$ cat src/rtl/puf_pkg.sv
// Shared definitions for the PUF challenge reader.
// Contents: FSM state enum, default parameter values, response/challenge widths,
// and a small helper used to size the phase timer.
package puf_pkg;

    // Default measurement parameters
    localparam int unsigned WinCyclesDef    = 256;
    localparam int unsigned SettleCyclesDef = 4;
    localparam int unsigned CntWDef         = 16;

    // Fixed datapath widths
    localparam int unsigned RespW = 8;
    localparam int unsigned ChalW = 5;

    typedef enum logic [2:0] {
        StIdle,
        StSettle,
        StMeasure,
        StCompare,
        StOutput
    } state_e;

    function automatic int unsigned max_u(input int unsigned a, input int unsigned b);
        return (a > b) ? a : b;
    endfunction

endpackage

$ cat src/rtl/puf_challenge_reader_if.sv
// Request/response bundle between a PUF response consumer and the challenge reader.
// Signals:
//   start, chal   - request a new response for challenge base chal
//   busy          - reader is not idle
//   resp          - 8-bit response, LSB measured first
//   resp_valid    - resp holds a completed response
//   resp_ready    - consumer accepts resp
// Modports: master = consumer side, slave = reader side.
interface puf_challenge_reader_if;
    import puf_pkg::*;

    logic             start;
    logic [ChalW-1:0] chal;
    logic             busy;
    logic [RespW-1:0] resp;
    logic             resp_valid;
    logic             resp_ready;

    modport master (
        output start,
        output chal,
        output resp_ready,
        input  busy,
        input  resp,
        input  resp_valid
    );

    modport slave (
        input  start,
        input  chal,
        input  resp_ready,
        output busy,
        output resp,
        output resp_valid
    );

endinterface

$ cat src/rtl/puf_edge_sync.sv
// Brings an asynchronous oscillator output into the clk domain and flags its rising edges.
// Ports:
//   clk_i   - sampling clock
//   rst_ni  - asynchronous active-low reset, clears all flops
//   async_i - asynchronous input
//   rise_o  - one-cycle pulse per synchronized rising edge
module puf_edge_sync (
    input  logic clk_i,
    input  logic rst_ni,
    input  logic async_i,
    output logic rise_o
);

    logic sync1_q;
    logic sync2_q;
    logic prev_q;

    always_ff @(posedge clk_i or negedge rst_ni) begin
        if (!rst_ni) begin
            sync1_q <= 1'b0;
            sync2_q <= 1'b0;
            prev_q  <= 1'b0;
        end else begin
            sync1_q <= async_i;
            sync2_q <= sync1_q;
            prev_q  <= sync2_q;
        end
    end

    // Only the fully synchronized pair is compared, so rise_o is metastability-free.
    assign rise_o = sync2_q & ~prev_q;

endmodule

$ cat src/rtl/puf_challenge_reader.sv
// Ring-oscillator PUF response reader.
// For each of 8 response bits it selects an oscillator pair (base+2i, base+2i+1),
// lets the pair settle, counts rising edges of both over a fixed window and sets
// resp[i] when oscillator A produced strictly more edges than oscillator B.
// Ports:
//   clk, rst_n       - clock and asynchronous active-low reset
//   bus (slave)      - start/chal request, busy, resp/resp_valid/resp_ready handshake
//   osc_a_i, osc_b_i - asynchronous oscillator outputs from the external muxes
//   sel_a_o, sel_b_o - oscillator mux selects
//   osc_en_o         - oscillator enable, high while a bit is being measured
module puf_challenge_reader
    import puf_pkg::*;
#(
    parameter int unsigned WIN_CYCLES    = WinCyclesDef,
    parameter int unsigned SETTLE_CYCLES = SettleCyclesDef,
    parameter int unsigned CNT_W         = CntWDef
) (
    input  logic                    clk,
    input  logic                    rst_n,
    puf_challenge_reader_if.slave   bus,
    input  logic                    osc_a_i,
    input  logic                    osc_b_i,
    output logic [ChalW-1:0]        sel_a_o,
    output logic [ChalW-1:0]        sel_b_o,
    output logic                    osc_en_o
);

    localparam int unsigned TmrW = $clog2(max_u(WIN_CYCLES, SETTLE_CYCLES) + 1);
    localparam logic [TmrW-1:0] SettleLast = TmrW'(SETTLE_CYCLES - 1);
    localparam logic [TmrW-1:0] WinLast    = TmrW'(WIN_CYCLES - 1);
    localparam logic [2:0]      LastBit    = 3'd7;

    state_e           state_q, state_d;
    logic [ChalW-1:0] base_q,  base_d;
    logic [2:0]       idx_q,   idx_d;
    logic [RespW-1:0] resp_q,  resp_d;
    logic [TmrW-1:0]  tmr_q,   tmr_d;
    logic [CNT_W-1:0] cnt_a_q, cnt_a_d;
    logic [CNT_W-1:0] cnt_b_q, cnt_b_d;

    logic             rise_a;
    logic             rise_b;
    logic [ChalW-1:0] pair_base;

    puf_edge_sync u_sync_a (
        .clk_i  (clk),
        .rst_ni (rst_n),
        .async_i(osc_a_i),
        .rise_o (rise_a)
    );

    puf_edge_sync u_sync_b (
        .clk_i  (clk),
        .rst_ni (rst_n),
        .async_i(osc_b_i),
        .rise_o (rise_b)
    );

    always_ff @(posedge clk or negedge rst_n) begin
        if (!rst_n) begin
            state_q <= StIdle;
            base_q  <= '0;
            idx_q   <= '0;
            resp_q  <= '0;
            tmr_q   <= '0;
            cnt_a_q <= '0;
            cnt_b_q <= '0;
        end else begin
            state_q <= state_d;
            base_q  <= base_d;
            idx_q   <= idx_d;
            resp_q  <= resp_d;
            tmr_q   <= tmr_d;
            cnt_a_q <= cnt_a_d;
            cnt_b_q <= cnt_b_d;
        end
    end

    always_comb begin
        state_d = state_q;
        base_d  = base_q;
        idx_d   = idx_q;
        resp_d  = resp_q;
        tmr_d   = tmr_q;
        cnt_a_d = cnt_a_q;
        cnt_b_d = cnt_b_q;

        unique case (state_q)
            StIdle: begin
                if (bus.start) begin
                    base_d  = bus.chal;
                    idx_d   = '0;
                    resp_d  = '0;
                    tmr_d   = '0;
                    cnt_a_d = '0;
                    cnt_b_d = '0;
                    state_d = StSettle;
                end
            end

            StSettle: begin
                // Counters are pinned at zero so mux-switch glitches never count.
                cnt_a_d = '0;
                cnt_b_d = '0;
                if (tmr_q == SettleLast) begin
                    tmr_d   = '0;
                    state_d = StMeasure;
                end else begin
                    tmr_d = tmr_q + 1'b1;
                end
            end

            StMeasure: begin
                // Saturate rather than wrap so a very fast oscillator still wins.
                if (rise_a && !(&cnt_a_q)) begin
                    cnt_a_d = cnt_a_q + 1'b1;
                end
                if (rise_b && !(&cnt_b_q)) begin
                    cnt_b_d = cnt_b_q + 1'b1;
                end
                if (tmr_q == WinLast) begin
                    tmr_d   = '0;
                    state_d = StCompare;
                end else begin
                    tmr_d = tmr_q + 1'b1;
                end
            end

            StCompare: begin
                // Ties resolve to 0.
                resp_d[idx_q] = (cnt_a_q > cnt_b_q);
                if (idx_q == LastBit) begin
                    state_d = StOutput;
                end else begin
                    idx_d   = idx_q + 1'b1;
                    tmr_d   = '0;
                    cnt_a_d = '0;
                    cnt_b_d = '0;
                    state_d = StSettle;
                end
            end

            StOutput: begin
                if (bus.resp_ready) begin
                    state_d = StIdle;
                end
            end

            default: begin
                state_d = StIdle;
            end
        endcase
    end

    // Pair index wraps modulo 32 through the natural 5-bit width.
    assign pair_base = base_q + {1'b0, idx_q, 1'b0};
    assign sel_a_o   = pair_base;
    assign sel_b_o   = pair_base + 5'd1;

    assign osc_en_o       = (state_q == StSettle) || (state_q == StMeasure) ||
                            (state_q == StCompare);
    assign bus.busy       = (state_q != StIdle);
    assign bus.resp_valid = (state_q == StOutput);
    assign bus.resp       = resp_q;

endmodule
$ cat src/flat_wrapper.sv
// flat-port wrapper written by rule: the top's interface ports become plain ports
module puf_challenge_reader_flat import puf_pkg::*;
#(
    parameter int unsigned WIN_CYCLES    = WinCyclesDef,
    parameter int unsigned SETTLE_CYCLES = SettleCyclesDef,
    parameter int unsigned CNT_W         = CntWDef
)
  (clk, rst_n, osc_a_i, osc_b_i, sel_a_o, sel_b_o, osc_en_o, bus_start, bus_chal, bus_resp_ready, bus_busy, bus_resp, bus_resp_valid);
  puf_challenge_reader_if bus_i ();
  input  logic clk;
  input  logic rst_n;
  input  logic osc_a_i;
  input  logic osc_b_i;
  output logic [ChalW-1:0] sel_a_o;
  output logic [ChalW-1:0] sel_b_o;
  output logic osc_en_o;
  input wire logic [$bits(bus_i.start)-1:0] bus_start;
  input wire logic [$bits(bus_i.chal)-1:0] bus_chal;
  input wire logic [$bits(bus_i.resp_ready)-1:0] bus_resp_ready;
  output wire logic [$bits(bus_i.busy)-1:0] bus_busy;
  output wire logic [$bits(bus_i.resp)-1:0] bus_resp;
  output wire logic [$bits(bus_i.resp_valid)-1:0] bus_resp_valid;
  assign bus_i.start = bus_start;
  assign bus_i.chal = bus_chal;
  assign bus_i.resp_ready = bus_resp_ready;
  assign bus_busy = bus_i.busy;
  assign bus_resp = bus_i.resp;
  assign bus_resp_valid = bus_i.resp_valid;
  puf_challenge_reader #(.WIN_CYCLES(WIN_CYCLES), .SETTLE_CYCLES(SETTLE_CYCLES), .CNT_W(CNT_W)) u_core (.clk(clk), .rst_n(rst_n), .bus(bus_i), .osc_a_i(osc_a_i), .osc_b_i(osc_b_i), .sel_a_o(sel_a_o), .sel_b_o(sel_b_o), .osc_en_o(osc_en_o));
endmodule
$ cat config.mk
export PLATFORM = sky130hd
export DESIGN_NAME = puf_challenge_reader_flat
export DESIGN_NICKNAME = d
export VERILOG_FILES = /design/src/rtl/puf_pkg.sv /design/src/rtl/puf_challenge_reader_if.sv /design/src/rtl/puf_edge_sync.sv /design/src/rtl/puf_challenge_reader.sv /design/src/flat_wrapper.sv
export SDC_FILE = /design/constraint.sdc
export NUM_CORES = 1
export LEC_CHECK = 0
export CAP_MARGIN = 30
export CORE_AREA = 5 5 92 94
export DETAILED_ROUTE_END_ITERATION = 7
export DIE_AREA = 0 0 97 99
export GPL_TIMING_DRIVEN = 0
export PLACE_DENSITY = 0.74
export SLEW_MARGIN = 10
export SYNTH_ARGS = -nofsm -noshare
export SYNTH_HDL_FRONTEND = slang
export SYNTH_SLANG_ARGS = --single-unit
$ cat constraint.sdc
create_clock -name clk -period 6.61 [get_ports clk]
set_clock_uncertainty 0.05 [all_clocks]
set_input_delay 0.661 -clock clk [delete_from_list [all_inputs] [get_ports clk]]
set_output_delay 0.661 -clock clk [all_outputs]
set_load 0.05 [all_outputs]
==> results.py, run 1 <==
metrics = {
    "run_status": {
        "status": "completed",
    },
    "grt": {
        "grt_use_total_pct": 19.0,
        "overflow": 0,
        "grt_max_degree": 67,
        "antenna_found_initial": 0,
        "grt_pass1_wl_mm": 15.0,
        "grt_pass1_vias": 3155,
    },
    "cts": {
        "clockBufferDepth": 2,
        "clockRootBuffer": "clkbuf_8",
        "cts_tree": "done",
        "htreeDepth": 3,
        "cts_buffers": 9,
        "path_clk_slew_ps": 80,
        "hold_buffers": 0,
        "post_cts_buffers": 0,
        "cts_resized": 0,
        "cts.sinks": 66,
        "insertion_delay_ps": 350,
    },
    "sta": {
        "hold_violations": 0,
        "rsz0062_at_grt": "no",
        "setup_viol": 0,
        "period_needed_ps": 3480,
        "slew_headroom_pct": 54.3,
        "hold_slack_ps": 256,
        "fin_crit_sh_pct": 52.6,
        "layout_setup_ws_ps": 3130,
        "tightest_slew_ps": 681,
        "max_freq_mhz": 287,
        "fin_setup_tns_ps": 0,
        "slew_viol_final": 0,
    },
    "power": {
        "total_power_w": 0.000888,
        "swShare_pct": 19.7,
        "seq_power_share_pct": 45.8,
        "switchingPower_w": 0.000175,
        "peakVddDrop_uv": 208,
        "combPwrFrac_pct": 2.1,
        "p_int_w": 0.000714,
        "pwr-share-clk_pct": 52.1,
        "p_leak_nw": 2.05,
        "power_density_nw_per_um2": 187,
    },
    "finish": {
        "drive_gt1_share_pct": 8.57,
        "mostFrequentLayoutCells": "dfrtp_1, nor2_1, clkdlybuf4s50_1",
        "final_common_cell": "dfrtp_1",
        "nFillCells": 633,
        "post-route-util_pct": 62.7,
        "syn_to_final_growth_pct": 18.5,
        "diodes": 0,
        "nets": 501,
    },
    "setup_path": {
        "critPathCaptureType": "output pin",
        "start_kind": "flip-flop",
        "reg2reg_slack_ps": 4110,
        "crit_fanout": 5,
        "critPathRequiredTime_ps": 5900,
        "path_class": "reg -> out",
        "worst_ep_arrival_time_ps": 2770,
    },
    "yosys": {
        "synth_nets": 457,
        "yosysWarningCount": 0,
        "synth_ff_type": "dfrtp_1",
        "postSynthAreaPerCell_um2": 9.58,
        "synth-seq-cells": 66,
        "async_flop_share_pct": 100,
        "synth_cells": 418,
        "synth_edf_count": 0,
        "ys_seq_area_share_pct": 41.2,
        "netlist_area_um2": 4010,
        "yosys.cell_types.count": 58,
    },
    "placed_design": {
        "gp_congestion": 0.830,
        "hpwl_mm": 6.40,
        "place_ws_ps": 3500,
        "io_buffers": 31,
    },
    "routing": {
        "route.detailed.drc": 0,
        "top_layer_used": "met4",
        "wl_mm": 8.63,
        "vias": 3234,
        "ant_nets": 0,
        "wire_per_inst_um": 15.2,
        "met1_length_mm": 4.07,
        "met2_length_mm": 4.18,
        "drtPass1Iterations": 4,
        "vias_per_cell": 5.68,
        "wl_met3_um": 278,
        "drt_iter0_drc": 149,
    },
    "die": {
        "die_h_um": 99,
        "start_util_pct": 52.9,
        "die_width_um": 97,
        "pin_count": 32,
        "dieArea_um2": 9600,
        "rows": 32,
        "coreArea_um2": 7570,
    },
    "flow_run": {
        "cap_violations": 0,
    },
    "hold_path": {
        "hold_class": "in -> async",
    },
}
-- synth_stat cells (4+ instances only) --
library cell  count  area [um^2]
clkbuf_1          9         33.8
a21oi_1          18         90.1
and3_1           11         68.8
xor2_1           15          131
ha_1             27          338
nor2_1           38          143
inv_1            25         93.8
nand4_1          15         93.8
and2_1            8         50.1
a32o_1            4         40.0
o211ai_1          4         30.0
dfrtp_1          66         1650
nand3b_1          4         30.0
mux2_2            6         67.6
nand2_1          22         82.6
nand2b_1          8         50.1
o21ai_0          20          100
xnor2_1          14          123
nor2b_1           5         31.3
o31ai_1           5         37.5
nor3_1            8         40.0
nand3_1          28          140
o2111ai_1         4         35.0
-- power groups by stage --
stage | clock (W) | combinational (W) | sequential, W
finish | 0.000463 | 0.0000188 | 0.000407
global route | 0.000490 | 0.0000215 | 0.000407
CTS | 0.000470 | 0.0000196 | 0.000407
detailed placement | 0 | 0.0000196 | 0.000415
global placement | 0 | 0.0000173 | 0.000415
floorplan | 0 | 0.00000266 | 0.000414
-- critical path: stages, from the launching register on --
cell and delay (ps):
dfrtp_1 420, ha_1 260, fa_1 380, xor2_1 270, nand3_1 130, xnor2_1 140
clkdlybuf4s50_1 820
-- layout make-up --
cell class | instances | area, um^2 | area share [%]
inverters | 25 | 93.8 | 1.98
repair buffers | 33 | 340 | 7.17
flip-flops and latches | 66 | 1650 | 34.8
plain buffers | 17 | 81.3 | 1.71
clock buffers | 10 | 138 | 2.90
multi-input cells | 310 | 2180 | 45.9
clock inverters | 6 | 136 | 2.87
well taps | 102 | 128 | 2.69
-- stage by stage --
step | cells | area [um^2]
2_1_floorplan | 418 | 4010
3_3_place_gp | 551 | 4440
3_5_place_dp | 552 | 4470
4_1_cts | 568 | 4740
5_1_grt | 569 | 4750
6_report | 569 | 4750
-- sequential cells by signal, indices dropped and copies added, names as in the netlist, 3 cells and up --
register / cells
u_core.cnt_a_q: 16
u_core.idx_q: 3
u_core.tmr_q: 9
u_core.state_q: 3
u_core.cnt_b_q: 16
u_core.base_q: 5
u_core.bus.resp: 8
-- cell families (layout without fill, tap and decap cells) --
group,after synthesis,after routing,share of synthesized area (%)
AND/OR/NAND/NOR,163,163,21.3
adder cells (fa/ha/maj),28,28,8.93
flip-flops,66,66,41.2
buffers and inverters,42,91,4.37
AO/OA/AOI/OAI,83,83,15.9
XOR/XNOR,29,29,6.34
multiplexers,7,7,1.94
-- worst paths after layout --
| kind | depth (start not counted) | from | to |
|---|---|---|---|
| worst max-delay path | 6 | u_core.idx_q[0] | sel_b_o[4] |
| worst min-delay path | 2 | rst_n | u_core.cnt_a_q[11] |
| worst max register to register | 8 | u_core.idx_q[1] | u_core.cnt_b_q[6] |
| worst min register to register | 0 | u_core.u_sync_a.sync1_q | u_core.u_sync_a.sync2_q |
| max in group asynchronous | 2 | rst_n | u_core.cnt_b_q[8] |
| min in group clk | 0 | u_core.u_sync_a.sync1_q | u_core.u_sync_a.sync2_q |
-- routing by layer --
metal	vias up	track usage, %
met5	-	0
met4	0	4.75
met3	8	4.10
met2	52	31.6
met1	1569	25.3
li1	1605	-
No activity file was read; power rests on OpenSTA's default activity.
==> run 2, diff against run 1 <==
==> constraint.sdc (replaced) <==
create_clock -name clk -period 3.6 [get_ports clk]
set_clock_uncertainty 0.05 [all_clocks]
set_input_delay 0.36 -clock clk [delete_from_list [all_inputs] [get_ports clk]]
set_output_delay 0.36 -clock clk [all_outputs]
set_load 0.05 [all_outputs]
==> run 2 against run 1 <==
Sequential share of layout area decreased by 0.073 points; sequential power grew 84%; cell count grew 0.18%; non-clock buffer count rose by 1; die area unchanged; critical path depth is the same; wire length increased by 0.44%; critical endpoint unchanged.
==> results.py, run 2 (synthesis results as in run 1) <==
metrics = {
    "run_status": {
        "status": "completed",
    },
    "finish": {
        "reg.largest.list": "u_core.cnt_a_q: 16 flops, u_core.cnt_b_q: 16 flops, u_core.tmr_q: 9 flops",
        "mostFrequentLayoutCells": "dfrtp_1, nor2_1, clkdlybuf4s50_1",
        "final_cells": 570,
        "drive_gt1_share_pct": 8.55,
        "nFillCells": 632,
        "seq_area_um2": 1650,
        "multi_input_area_um2": 2180,
        "final_common_cell": "dfrtp_1",
        "nets": 502,
        "syn_to_final_growth_pct": 18.8,
        "diodes": 0,
        "final_area_um2": 4760,
    },
    "sta": {
        "rsz0062_at_grt": "no",
        "hold_slack_ps": 306,
        "fin_crit_sh_pct": 88.2,
        "period_needed_ps": 3180,
        "layout_setup_ws_ps": 424,
        "hold_violations": 0,
        "slew_viol_final": 0,
        "slew_headroom_pct": 54.0,
        "setup_viol": 0,
        "max_freq_mhz": 315,
        "tightest_slew_ps": 689,
    },
    "setup_path": {
        "critPathRequiredTime_ps": 3190,
        "path_class": "reg -> out",
        "max_stage_delay_ps": 820,
        "path_buf_inv": 1,
        "start_kind": "flip-flop",
        "crit_slowest_cell": "clkdlybuf4s50_1",
        "crit_chain": "ha_1 > fa_1 > xor2_1 > nand3_1 > xnor2_1 > clkdlybuf4s50_1",
        "worst_ep_arrival_time_ps": 2770,
        "crit_fanout": 5,
        "critPathCaptureType": "output pin",
        "path_delay_family": "buffers and inverters",
    },
    "placed_design": {
        "place_ws_ps": 788,
        "io_buffers": 31,
        "gp_congestion": 0.830,
        "dp_cells": 552,
        "postPlaceCellArea_um2": 4470,
        "hpwl_mm": 6.40,
    },
    "cts": {
        "cts_tree": "done",
        "path_clk_slew_ps": 80,
        "cts_resized": 0,
        "clockRootBuffer": "clkbuf_8",
        "insertion_delay_ps": 350,
        "clockBufferDepth": 2,
        "cts_buffers": 9,
        "htreeDepth": 3,
        "cts.sinks": 66,
    },
    "grt": {
        "grt_pass1_wl_mm": 15.0,
        "grt_use_total_pct": 19.0,
        "grt_pass1_vias": 3159,
        "overflow": 0,
        "grt_max_degree": 67,
        "antenna_found_initial": 0,
    },
    "power": {
        "peakVddDrop_uv": 385,
        "power_density_nw_per_um2": 343,
        "total_power_w": 0.00163,
        "p_leak_nw": 2.05,
    },
    "die": {
        "rows": 32,
        "die_width_um": 97,
        "die_h_um": 99,
        "pin_count": 32,
        "start_util_pct": 52.9,
        "coreArea_um2": 7570,
        "dieArea_um2": 9600,
    },
    "routing": {
        "route.detailed.drc": 0,
        "vias": 3260,
        "vias_per_cell": 5.72,
        "wire_per_inst_um": 15.2,
        "drtPass1Iterations": 4,
        "drt_iter0_drc": 151,
        "ant_nets": 0,
        "wl_mm": 8.67,
    },
    "hold_path": {
        "hold_class": "reg -> reg",
    },
    "flow_run": {
        "cap_violations": 0,
    },
}
run 2: cell types whose count changed in the layout (fill, tap and decap cells not counted), sizes merged:
cell and delta:
dlygate4sd3 +1
run 2: path summary, 6_finish.rpt:
kind	slack [ps]	startpoint	to	cells after the start
max	420	u_core.idx_q[0]	sel_b_o[4]	6
min	310	u_core.u_sync_a.sync1_q	u_core.u_sync_a.sync2_q	0
max reg2reg	1100	u_core.idx_q[1]	u_core.cnt_b_q[6]	8
min reg2reg	310	u_core.u_sync_a.sync1_q	u_core.u_sync_a.sync2_q	0
max in group asynchronous	2730	rst_n	u_core.cnt_b_q[4]	3
min in group asynchronous	510	rst_n	u_core.cnt_a_q[11]	3
run 2: per-stage QoR:
| stage | utilization [%] | setup TNS, ps |
|---|---|---|
| finish | 62.9 | 0 |
| global route | 62.9 | 0 |
| CTS | 62.8 | 0 |
| detailed placement | 59.1 | 0 |
| global placement | 58.7 | -1660 |
| floorplan | - | 0 |
run 2: layout make-up:
cell class	count	area share (%)
Inverter	25	1.97
Buffer	17	1.71
Clock buffer	10	2.89
Multi-Input combinational cell	310	45.8
Tap cell	102	2.68
Timing Repair Buffer	34	7.36
Clock inverter	6	2.87
Sequential cell	66	34.7
run 2: metal layers:
metal / track usage [%] / up-vias / share of wire, %
met1: 25.3 / 1577 / 46
met5: 0 / - / 0
met4: 4.75 / 0 / 1.0
met3: 4.10 / 9 / 4.2
li1: - / 1611 / -
met2: 31.6 / 63 / 49
run 2: repair_timing:
action                     in CTS  in global routing
hold buffers                    1                  0
setup buffers                   0                  0
hold endpoints to repair       66                  0
setup endpoints to repair       0                  0
run 2: where the power goes:
group	total, W	internal [W]	switching (W)
clock	0.000851	0.000551	0.000300
combinational	0.0000353	0.0000153	0.0000200
sequential	0.000747	0.000744	0.00000243
total	0.00163	0.00131	0.000322
